--- src/rtl/solver_pkg.sv ---
// Shared definitions for the solver and its dispatcher: default limb widths
// and the dispatcher FSM encoding.
package solver_pkg;

  localparam int DEF_LIMB_INDEX_BITS = 6;
  localparam int DEF_LIMB_SIZE_BITS  = 8;

  typedef enum logic [2:0] {
    ST_IDLE,
    ST_LOAD,
    ST_START,
    ST_WAIT,
    ST_RESULT
  } disp_state_e;

endpackage

--- src/rtl/solver_dispatch.sv ---
// Feeds one pixel job limb-serially into a solver, starts it and returns the result.
// Latency: first limb write one cycle after accept; res_valid one cycle after done; holds results until res_ready.
module solver_dispatch
  import solver_pkg::*;
#(
  parameter int LIMB_INDEX_BITS = DEF_LIMB_INDEX_BITS,
  parameter int LIMB_SIZE_BITS  = DEF_LIMB_SIZE_BITS,
  parameter int NUM_LIMBS       = 4,
  parameter int TAG_BITS        = 16,
  parameter int CYCLE_BITS      = 16
) (
  input  logic                                clock,
  input  logic                                reset,
  input  logic                                job_valid,
  output logic                                job_ready,
  input  logic [NUM_LIMBS*LIMB_SIZE_BITS-1:0] job_re,
  input  logic [NUM_LIMBS*LIMB_SIZE_BITS-1:0] job_im,
  input  logic [TAG_BITS-1:0]                 job_tag,
  output logic                                wr_en,
  output logic [LIMB_INDEX_BITS-1:0]          wr_limb,
  output logic [LIMB_SIZE_BITS-1:0]           wr_data_re,
  output logic [LIMB_SIZE_BITS-1:0]           wr_data_im,
  output logic                                start,
  input  logic                                solver_done,
  input  logic                                solver_output,
  output logic                                res_valid,
  input  logic                                res_ready,
  output logic                                res_diverged,
  output logic [CYCLE_BITS-1:0]               res_cycles,
  output logic [TAG_BITS-1:0]                 res_tag
);

  localparam int JOB_BITS = NUM_LIMBS * LIMB_SIZE_BITS;
  localparam logic [LIMB_INDEX_BITS-1:0] LAST_LIMB = LIMB_INDEX_BITS'(NUM_LIMBS - 1);

  disp_state_e                state_q, state_d;
  logic [JOB_BITS-1:0]        re_buf_q, re_buf_d;
  logic [JOB_BITS-1:0]        im_buf_q, im_buf_d;
  logic [TAG_BITS-1:0]        tag_buf_q, tag_buf_d;
  logic [CYCLE_BITS-1:0]      cyc_cnt_q, cyc_cnt_d;
  logic                       job_ready_q, job_ready_d;
  logic                       wr_en_q, wr_en_d;
  logic [LIMB_INDEX_BITS-1:0] wr_limb_q, wr_limb_d;
  logic [LIMB_SIZE_BITS-1:0]  wr_data_re_q, wr_data_re_d;
  logic [LIMB_SIZE_BITS-1:0]  wr_data_im_q, wr_data_im_d;
  logic                       start_q, start_d;
  logic                       res_valid_q, res_valid_d;
  logic                       res_diverged_q, res_diverged_d;
  logic [CYCLE_BITS-1:0]      res_cycles_q, res_cycles_d;
  logic [TAG_BITS-1:0]        res_tag_q, res_tag_d;

  always_comb begin
    state_d        = state_q;
    re_buf_d       = re_buf_q;
    im_buf_d       = im_buf_q;
    tag_buf_d      = tag_buf_q;
    cyc_cnt_d      = cyc_cnt_q;
    job_ready_d    = 1'b0;
    wr_en_d        = 1'b0;
    wr_limb_d      = '0;
    wr_data_re_d   = '0;
    wr_data_im_d   = '0;
    start_d        = 1'b0;
    res_valid_d    = res_valid_q;
    res_diverged_d = res_diverged_q;
    res_cycles_d   = res_cycles_q;
    res_tag_d      = res_tag_q;

    case (state_q)
      ST_IDLE: begin
        job_ready_d = 1'b1;
        if (job_valid && job_ready_q) begin
          // Limb 0 goes out straight from the inputs; the buffers keep the
          // remaining limbs pre-shifted so the next one is always in the low slot.
          job_ready_d  = 1'b0;
          re_buf_d     = job_re >> LIMB_SIZE_BITS;
          im_buf_d     = job_im >> LIMB_SIZE_BITS;
          tag_buf_d    = job_tag;
          wr_en_d      = 1'b1;
          wr_data_re_d = job_re[LIMB_SIZE_BITS-1:0];
          wr_data_im_d = job_im[LIMB_SIZE_BITS-1:0];
          state_d      = ST_LOAD;
        end
      end
      ST_LOAD: begin
        if (wr_limb_q == LAST_LIMB) begin
          start_d = 1'b1;
          state_d = ST_START;
        end else begin
          wr_en_d      = 1'b1;
          wr_limb_d    = wr_limb_q + LIMB_INDEX_BITS'(1);
          wr_data_re_d = re_buf_q[LIMB_SIZE_BITS-1:0];
          wr_data_im_d = im_buf_q[LIMB_SIZE_BITS-1:0];
          re_buf_d     = re_buf_q >> LIMB_SIZE_BITS;
          im_buf_d     = im_buf_q >> LIMB_SIZE_BITS;
        end
      end
      ST_START: begin
        cyc_cnt_d = '0;
        state_d   = ST_WAIT;
      end
      ST_WAIT: begin
        if (solver_done) begin
          res_diverged_d = solver_output;
          res_cycles_d   = cyc_cnt_q;
          res_tag_d      = tag_buf_q;
          res_valid_d    = 1'b1;
          state_d        = ST_RESULT;
        end else if (cyc_cnt_q != '1) begin
          cyc_cnt_d = cyc_cnt_q + CYCLE_BITS'(1);
        end
      end
      ST_RESULT: begin
        // Raising job_ready here lets a new job be accepted on the very next cycle.
        if (res_ready) begin
          res_valid_d = 1'b0;
          job_ready_d = 1'b1;
          state_d     = ST_IDLE;
        end
      end
      default: state_d = ST_IDLE;
    endcase
  end

  always_ff @(posedge clock or negedge reset) begin
    if (!reset) begin
      state_q        <= ST_IDLE;
      re_buf_q       <= '0;
      im_buf_q       <= '0;
      tag_buf_q      <= '0;
      cyc_cnt_q      <= '0;
      job_ready_q    <= 1'b0;
      wr_en_q        <= 1'b0;
      wr_limb_q      <= '0;
      wr_data_re_q   <= '0;
      wr_data_im_q   <= '0;
      start_q        <= 1'b0;
      res_valid_q    <= 1'b0;
      res_diverged_q <= 1'b0;
      res_cycles_q   <= '0;
      res_tag_q      <= '0;
    end else begin
      state_q        <= state_d;
      re_buf_q       <= re_buf_d;
      im_buf_q       <= im_buf_d;
      tag_buf_q      <= tag_buf_d;
      cyc_cnt_q      <= cyc_cnt_d;
      job_ready_q    <= job_ready_d;
      wr_en_q        <= wr_en_d;
      wr_limb_q      <= wr_limb_d;
      wr_data_re_q   <= wr_data_re_d;
      wr_data_im_q   <= wr_data_im_d;
      start_q        <= start_d;
      res_valid_q    <= res_valid_d;
      res_diverged_q <= res_diverged_d;
      res_cycles_q   <= res_cycles_d;
      res_tag_q      <= res_tag_d;
    end
  end

  assign job_ready    = job_ready_q;
  assign wr_en        = wr_en_q;
  assign wr_limb      = wr_limb_q;
  assign wr_data_re   = wr_data_re_q;
  assign wr_data_im   = wr_data_im_q;
  assign start        = start_q;
  assign res_valid    = res_valid_q;
  assign res_diverged = res_diverged_q;
  assign res_cycles   = res_cycles_q;
  assign res_tag      = res_tag_q;

endmodule

--- config.mk ---
export PLATFORM = sky130hd
export DESIGN_NAME = solver_dispatch
export DESIGN_NICKNAME = d
export VERILOG_FILES = /design/src/rtl/solver_pkg.sv /design/src/rtl/solver_dispatch.sv
export SDC_FILE = /design/constraint.sdc
export NUM_CORES = 1
export LEC_CHECK = 0
export ABC_AREA = 1
export ABC_CLOCK_PERIOD_IN_PS = 1350
export CORE_MARGIN = 3
export CORE_UTILIZATION = 35
export DETAILED_ROUTE_END_ITERATION = 8
export DONT_BUFFER_PORTS = 1
export SLEW_MARGIN = 20
export SYNTH_ARGS = -nofsm -noshare
export SYNTH_HDL_FRONTEND = slang
export SYNTH_SLANG_ARGS = --single-unit
--- constraint.sdc ---
create_clock -name clock -period 1.35 [get_ports clock]
set_input_delay 0.405 -clock clock [delete_from_list [all_inputs] [get_ports clock]]
set_output_delay 0.405 -clock clock [all_outputs]
set_load 0.01 [all_outputs]
==> results of run 1 <==
## worst paths after layout
path	startpoint	depth (start not counted)	to	slack [ps]
setup / recovery	cyc_cnt_q[0]	10	cyc_cnt_q[12]	-160
hold / removal	reset	0	wr_en	-330
setup reg to reg	cyc_cnt_q[0]	10	cyc_cnt_q[12]	-160
hold reg to reg	tag_buf_q[0]	2	res_tag[0]	460
max in group asynchronous	reset	0	res_tag[10]	1490
min in group clock	solver_output	2	res_diverged	100
## power by group through the flow
stage | registers [mW] | logic, mW | clock network (mW)
3_3_place_gp | 6.96 | 5.15 | 0
3_5_place_dp | 7.02 | 5.24 | 0
2_1_floorplan | 6.81 | 3.42 | 0
4_1_cts | 6.96 | 7.03 | 5.20
5_1_grt | 7.25 | 10.7 | 5.41
6_report | 7.07 | 9.94 | 5.12
## synth_stat cells
master	count	area, µm²
sky130_fd_sc_hd__nand2_1	220	826
sky130_fd_sc_hd__dfrtp_1	142	3550
sky130_fd_sc_hd__inv_1	117	439
sky130_fd_sc_hd__o21ai_0	60	300
sky130_fd_sc_hd__o21ai_1	41	205
sky130_fd_sc_hd__o22ai_1	33	206
sky130_fd_sc_hd__nor2_1	24	90.1
sky130_fd_sc_hd__buf_2	19	95.1
sky130_fd_sc_hd__nand3_1	15	75.1
sky130_fd_sc_hd__clkbuf_1	10	37.5
sky130_fd_sc_hd__nand2_2	5	31.3
sky130_fd_sc_hd__xor2_1	5	43.8
sky130_fd_sc_hd__inv_2	4	15.0
sky130_fd_sc_hd__nand4_1	4	25.0
sky130_fd_sc_hd__o21ai_2	4	35.0
sky130_fd_sc_hd__nor3_1	3	15.0
sky130_fd_sc_hd__a21oi_1	2	10.0
sky130_fd_sc_hd__buf_6	2	22.5
sky130_fd_sc_hd__ha_1	2	25.0
sky130_fd_sc_hd__nor2_2	2	12.5
sky130_fd_sc_hd__nor2_4	2	22.5
sky130_fd_sc_hd__nor3b_1	2	15.0
sky130_fd_sc_hd__xnor2_1	2	17.5
sky130_fd_sc_hd__a31oi_1	1	6.26
sky130_fd_sc_hd__buf_4	1	7.51
sky130_fd_sc_hd__nor3_2	1	10.0
sky130_fd_sc_hd__o211ai_1	1	7.51
sky130_fd_sc_hd__or2_2	1	6.26
## registers in the layout, summed over array words and instances (netlist names)
signal        flops
wr_en             1
res_diverged      1
wr_limb           6
wr_data_re        8
job_ready         1
res_cycles       16
cyc_cnt_q        16
tag_buf_q        16
res_tag          16
im_buf_q         24
state_q           3
start             1
res_valid         1
wr_data_im        8
re_buf_q         24
## cell usage in the layout, fill, tap and decap left out, types with 3 or more instances in the layout
master	n
sky130_fd_sc_hd__nand2_2	61
sky130_fd_sc_hd__buf_16	4
sky130_fd_sc_hd__nand4_1	4
sky130_fd_sc_hd__nor2_1	15
sky130_fd_sc_hd__dfrtp_1	141
sky130_fd_sc_hd__nand2_4	33
sky130_fd_sc_hd__o21ai_1	52
sky130_fd_sc_hd__o22ai_1	18
sky130_fd_sc_hd__nand2_1	129
sky130_fd_sc_hd__o21ai_0	12
sky130_fd_sc_hd__nand3_4	3
sky130_fd_sc_hd__buf_4	53
sky130_fd_sc_hd__buf_12	15
sky130_fd_sc_hd__clkbuf_16	31
sky130_fd_sc_hd__o21ai_2	41
sky130_fd_sc_hd__buf_6	23
sky130_fd_sc_hd__buf_8	4
sky130_fd_sc_hd__o22ai_2	14
sky130_fd_sc_hd__xor2_1	5
sky130_fd_sc_hd__inv_1	116
sky130_fd_sc_hd__bufinv_16	4
sky130_fd_sc_hd__nor2_4	9
sky130_fd_sc_hd__clkbuf_8	4
sky130_fd_sc_hd__nor2_2	4
sky130_fd_sc_hd__inv_2	3
sky130_fd_sc_hd__clkinv_2	3
sky130_fd_sc_hd__nand3_1	10
## logic make-up after synthesis
family	count (synthesis)	share of synthesized area, %
compound gates	142	12.5
flops	142	57.7
buf+inv	153	10.0
simple gates	279	18.3
xor+xnor	7	0.996
fa+ha+maj	2	0.406
## layer usage
layer  vias up  part of all wire (%)
met3        35                   4.8
met1      2484                    43
met5         -                     0
met4         0                   2.9
li1       2479                     -
met2       153                    49
## area by class of cell
class,instances,area share (%)
clock buffers,22,5.26
flip-flops and latches,142,38.6
repair buffers,113,16.0
well taps,220,2.99
multi-input cells,430,30.3
clock inverters,10,1.73
inverters,121,5.12
## per-stage QoR
step                      instance area, µm²  hold slack (ps)
after floorplan                         6170              109
after global placement                  6870              112
after detailed placement                6870              112
after CTS                               8020             -347
after global routing                    9210             -349
final                                   9210             -327
## repair_timing
item / in CTS / in global routing
gates resized for setup: 88 / 225
cloned: 6 / 17
pin swaps: 10 / 24
hold endpoints to repair: 142 / 142
setup buffers: 18 / 14
endpoints found under the setup margin: 117 / 148
## critical path: cells and delay by family, from the launching register on
kind,cells,cell delay (ps)
AOI/OAI and AO/OA,1,70
and+or+nand+nor,7,650
DFF,1,350
buffers and inverters,1,170
adders and majority gates,1,190
==> insert_results.sql, run 1 <==
INSERT INTO impl_metrics (metric_group, metric, value, unit) VALUES
('outcome', 'status', 'finished, violations left', ''),
('outcome', 'violations', 'hold timing, setup timing', ''),
('min_path', 'worst_hold_path_type', 'in2async', ''),
('drt', 'drt-total-wl', '17900', 'µm'),
('floorplan', 'die_y', '139', 'µm'),
('critical_path', 'crit_path_end_kind', 'register', ''),
('final_layout', 'flow.area_growth_from_synthesis', '49.6', '%'),
('drt', 'drt-wirelength-per-cell', '16.9', 'µm'),
('grt', 'grt_pass1_vias', '4861', ''),
('placement', 'preCtsSetupSlack', '-222', 'ps'),
('critical_path', 'worstSetupPathType', 'reg2reg', ''),
('drt', 'postRouteAntennaNets', '0', ''),
('sta', 'tns', '-14900', 'ps'),
('grt', 'grt_util_met1', '22.5', '%'),
('final_layout', 'reg_area', '3550', 'µm²'),
('floorplan', 'floorplan.initialDensity', '36.5', '%'),
('pwr', 'finalPower', '22.1', 'mW'),
('pwr', 'ir_worst_vdd', '1.64', 'mV'),
('yosys', 'synth.cell_area', '6160', 'µm²'),
('yosys', 'yosys.cell_types.count', '28', ''),
('grt', 'use_met3', '4.62', '%'),
('clock_tree', 'numCtsBuffers', '17', ''),
('critical_path', 'worst_setup_path_start_kind', 'register', ''),
('pwr', 'power_leakage', '4.47', 'nW'),
('clock_tree', 'clock_tree.buffer_depth', '2', ''),
('job', 'max-cap-violations', '0', ''),
('clock_tree', 'cts_tree', 'built', ''),
('drt', 'drtIter0Drc', '270', ''),
('sta', 'worst-slew-pin-transition', '301', 'ps'),
('floorplan', 'coreArea', '16900', 'µm²'),
('sta', 'timing.final.hold_violations', '142', ''),
('final_layout', 'final_cells', '1058', ''),
('yosys', 'seq_area_frac_synth', '57.7', '%'),
('critical_path', 'cp.required', '1700', 'ps'),
('floorplan', 'die_width', '139', 'µm'),
('critical_path', 'crit_top_cell', 'sky130_fd_sc_hd__nand2_2', ''),
('floorplan', 'design.portCount', '145', ''),
('final_layout', 'fin_nets', '913', ''),
('clock_tree', 'cts_root_buf', 'sky130_fd_sc_hd__clkbuf_16', ''),
('grt', 'largest_net_degree_at_the_start_of_global_routing', '143', ''),
('pwr', 'power.clock.fraction', '23.1', '%'),
('placement', 'placed_insts', '975', ''),
('pwr', 'power_report.internal_total', '14.1', 'mW'),
('critical_path', 'cpMaxStageDelayCell', 'sky130_fd_sc_hd__dfrtp_1', ''),
('drt', 'drt-pass1-iter-count', '4', ''),
('drt', 'dr_total_vias', '5151', ''),
('floorplan', 'floorplan.rows', '47', ''),
('final_layout', 'ant_diodes', '0', ''),
('sta', 'setup_viol', '142', ''),
('sta', 'fin_ws', '-164', 'ps'),
('yosys', 'postSynthNetCount', '813', ''),
('placement', 'gp_congestion', '0.809', ''),
('critical_path', 'worstPathCellList', 'ha_2 > nand2_2 > nor2_4 > nand2_2 > nor2_4 > nand2_4 > nand2_8 > clkbuf_16 > nand2_2 > o21ai_1', ''),
('pwr', 'cellPowerDensity', '2400', 'nW/µm²'),
('pwr', 'seqPwrFrac', '31.9', '%'),
('grt', 'global_route_wire_length_before_repair', '26100', 'µm'),
('clock_tree', 'cts.htree.levels', '4', ''),
('sta', 'clock_skew_after_layout', '8.96', 'ps'),
('drt', 'detail_route.drc_violations', '0', ''),
('pwr', 'switching_power', '8.04', 'mW'),
('final_layout', 'multi_input_area', '2790', 'µm²'),
('grt', 'busiest_layer', 'met2', ''),
('grt', 'grt.total_usage', '16.9', '%'),
('final_layout', 'utilization', '54.6', '%'),
('yosys', 'postSynthRegisterBits', '142', ''),
('sta', 'whs', '-327', 'ps'),
('sta', 'grt_setup_unrepaired', 'true', ''),
('sta', 'period_share', '112', '%'),
('placement', 'place.port_buffers', '0', ''),
('grt', 'overflow', '0', ''),
('pwr', 'switching_share', '36.3', '%');
No activity file was read; power rests on OpenSTA's default activity.
==> run 2, diff against run 1 <==
--- a/config.mk
+++ b/config.mk
@@ -11,6 +11,7 @@
 export CORE_UTILIZATION = 35
 export DETAILED_ROUTE_END_ITERATION = 8
 export DONT_BUFFER_PORTS = 1
+export REMOVE_ABC_BUFFERS = 1
 export SLEW_MARGIN = 20
 export SYNTH_ARGS = -nofsm -noshare
 export SYNTH_HDL_FRONTEND = slang
==> run 2 against run 1 <==
  * The run still ends with hold timing, setup timing left
  * Wire length fell by 7.5%
  * Final area is 9.2% lower
  * Non-clock buffer count down 28
  * Die area unchanged
  * Sequential share of layout area rose by 3.9 points
  * Count of clock-buffer cells in the layout fell by 2
  * Register-to-register slack gained 60 ps
  * Fmax increased by 4.0%
  * Critical path depth decreased by 3
  * Global-route usage decreased by 1.2 points
  * Power down 11%
  * Critical endpoint is now re_buf_q[5]
  * Largest cell class unchanged
  * Largest power group unchanged
==> insert_results.sql, run 2 (synthesis results as in run 1) <==
INSERT INTO impl_metrics (metric_group, metric, value, unit) VALUES
('outcome', 'status', 'finished, violations left', ''),
('outcome', 'violations', 'hold timing, setup timing', ''),
('critical_path', 'worstPathCellList', 'nor3_4 > buf_4 > nand2_4 > nand2_8 > clkbuf_16 > nand2_2 > o21ai_1', ''),
('critical_path', 'cp_num_buf_inv', '2', ''),
('final_layout', 'ant_diodes', '0', ''),
('drt', 'drtIter0Drc', '214', ''),
('critical_path', 'worst_path_dominant_cell_family', 'simple AND/OR/NAND/NOR gates', ''),
('clock_tree', 'cts.htree.levels', '4', ''),
('grt', 'overflow', '0', ''),
('sta', 'whs', '-310', 'ps'),
('clock_tree', 'numCtsBuffers', '17', ''),
('sta', 'period_share', '108', '%'),
('final_layout', 'reg_area', '3550', 'µm²'),
('final_layout', 'fin_nets', '885', ''),
('grt', 'antenna_found_initial', '0', ''),
('floorplan', 'floorplan.rows', '47', ''),
('drt', 'drt-wirelength-per-cell', '16.1', 'µm'),
('sta', 'grt_setup_unrepaired', 'true', ''),
('critical_path', 'crit_start', 'state_q[2]', ''),
('grt', 'grt_pass1_vias', '4872', ''),
('floorplan', 'die_y', '139', 'µm'),
('pwr', 'power_leakage', '4.09', 'nW'),
('clock_tree', 'clock_network_latency_to_the_later_pin_of_the_worst_skew_pair', '410', 'ps'),
('job', 'max-cap-violations', '0', ''),
('clock_tree', 'clk_pin_slew', '60', 'ps'),
('critical_path', 'critical_path.max_stage_delay', '420', 'ps'),
('sta', 'max-slew-margin-rel', '77.8', '%'),
('clock_tree', 'clock_tree.buffer_depth', '2', ''),
('final_layout', 'flow.area_growth_from_synthesis', '35.8', '%'),
('placement', 'gp_congestion', '0.802', ''),
('sta', 'drv_slew', '0', ''),
('drt', 'drt-total-wl', '16600', 'µm'),
('critical_path', 'worstSetupPathType', 'reg2reg', ''),
('final_layout', 'layout_commonest_cell', 'sky130_fd_sc_hd__nand2_1', ''),
('pwr', 'ir_worst_vdd', '1.17', 'mV'),
('drt', 'detail_route.drc_violations', '0', ''),
('placement', 'postPlaceCellArea', '6820', 'µm²'),
('final_layout', 'most_frequent_cells_in_the_layout', '192 x sky130_fd_sc_hd__nand2_1, 141 x sky130_fd_sc_hd__dfrtp_1, 117 x sky130_fd_sc_hd__inv_1, 56 x sky130_fd_sc_hd__o21ai_1, 54 x sky130_fd_sc_hd__buf_4', ''),
('pwr', 'cellPowerDensity', '2360', 'nW/µm²'),
('critical_path', 'reg2reg_to', 're_buf_q[5]', ''),
('critical_path', 'r2r_slack', '-110', 'ps'),
('final_layout', 'finish.instance_area', '8360', 'µm²'),
('drt', 'drt-pass1-iter-count', '6', ''),
('floorplan', 'coreArea', '16900', 'µm²'),
('critical_path', 'worst_setup_path_start_kind', 'register', ''),
('floorplan', 'design.die.area', '19200', 'µm²'),
('sta', 'setup_viol', '131', ''),
('critical_path', 'crit_arrival', '1790', 'ps'),
('final_layout', 'post_route_cells_drive_above_1_share', '25.7', '%'),
('grt', 'global_route_wire_length_before_repair', '24600', 'µm'),
('sta', 'worst-slew-pin-transition', '333', 'ps'),
('sta', 'timing.final.hold_violations', '142', ''),
('final_layout', 'fill_cells', '1534', ''),
('clock_tree', 'cts_root_buf', 'sky130_fd_sc_hd__clkbuf_16', ''),
('sta', 'clock_skew_after_layout', '7.48', 'ps'),
('final_layout', 'multi_input_area', '2420', 'µm²'),
('critical_path', 'cpMaxStageDelayCell', 'sky130_fd_sc_hd__dfrtp_1', ''),
('critical_path', 'crit_path_end_kind', 'register', ''),
('critical_path', 'worst-path-max-fanout', '9', ''),
('floorplan', 'floorplan.initialDensity', '36.5', '%'),
('sta', 'fin_ws', '-106', 'ps'),
('critical_path', 'crit_path_end', 're_buf_q[5]', ''),
('sta', 'fmax', '0.687', 'GHz'),
('critical_path', 'reg2regPathDepth', '7', ''),
('placement', 'detailed_place_hpwl', '9330', 'µm'),
('clock_tree', 'clock_tree_sinks', '142', ''),
('grt', 'largest_net_degree_at_the_start_of_global_routing', '143', ''),
('min_path', 'worst_hold_path_type', 'in2async', ''),
('placement', 'place.port_buffers', '0', ''),
('critical_path', 'r2r-start', 'state_q[2]', ''),
('floorplan', 'die_width', '139', 'µm'),
('drt', 'dr_total_vias', '4889', ''),
('drt', 'postRouteAntennaNets', '0', ''),
('pwr', 'finalPower', '19.8', 'mW'),
('critical_path', 'cp.required', '1680', 'ps'),
('drt', 'routed_via_density', '4.75', ''),
('final_layout', 'reg_top3', 'im_buf_q: 24 flops, re_buf_q: 24 flops', ''),
('clock_tree', 'cts_tree', 'built', ''),
('floorplan', 'design.portCount', '145', ''),
('critical_path', 'critical_path_cell_count', '7', ''),
('sta', 'min_period', '1460', 'ps'),
('grt', 'grt.total_usage', '15.7', '%');
-- run 2: worst min path at each step --
stage                     cells past startpoint              to  slack, ps
final                                         0  res_cycles[14]       -310
after global routing                          0  res_cycles[11]       -340
after CTS                                     0  res_cycles[11]       -330
after detailed placement                      0  res_cycles[14]        110
after global placement                        0  res_cycles[13]        110
after floorplan                               0    cyc_cnt_q[0]        110
-- run 2: layout make-up --
class / instances / area share (%)
Inverter: 121 / 5.43
Sequential cell: 142 / 42.5
Multi-Input combinational cell: 430 / 28.9
Clock buffer: 20 / 5.46
Clock inverter: 11 / 2.26
Timing Repair Buffer: 85 / 12.1
Tap cell: 220 / 3.29
-- run 2: stage by stage --
stage               hold slack (ps)  setup TNS, ps  utilization, %  instances  worst slack (ps)
detailed placement              112          -5140            40.4        976              -102
CTS                            -333          -3020            45.5       1014             -69.9
global placement                112          -2510            40.4        976             -64.5
floorplan                       109        -130460               -        693             -1890
finish                         -310          -7270            49.5       1029              -106
global route                   -340         -20070            49.5       1029              -204
-- run 2: power breakdown --
| group | switching, mW | leakage, nW | internal, mW |
|---|---|---|---|
| sequential | 1.14 | 1.86 | 5.87 |
| combinational | 4.06 | 1.91 | 3.53 |
| clock | 1.79 | 0.312 | 3.36 |
| total | 7.00 | 4.09 | 12.8 |
-- run 2: what timing repair did --
action,4_1_cts,5_1_grt
setup buffers,4,4
setup endpoints to repair,117,142
endpoints found under the hold margin,142,142
gates resized for setup,26,118
gates cloned,3,11
pin swaps,3,3
-- run 2: routing by layer --
metal,track usage (%),up-vias,share of wire (%)
met4,5.15,0,0.87
li1,-,2427,-
met3,5.69,11,6.2
met1,20.3,2320,46
met5,0,-,0
met2,24.5,131,47
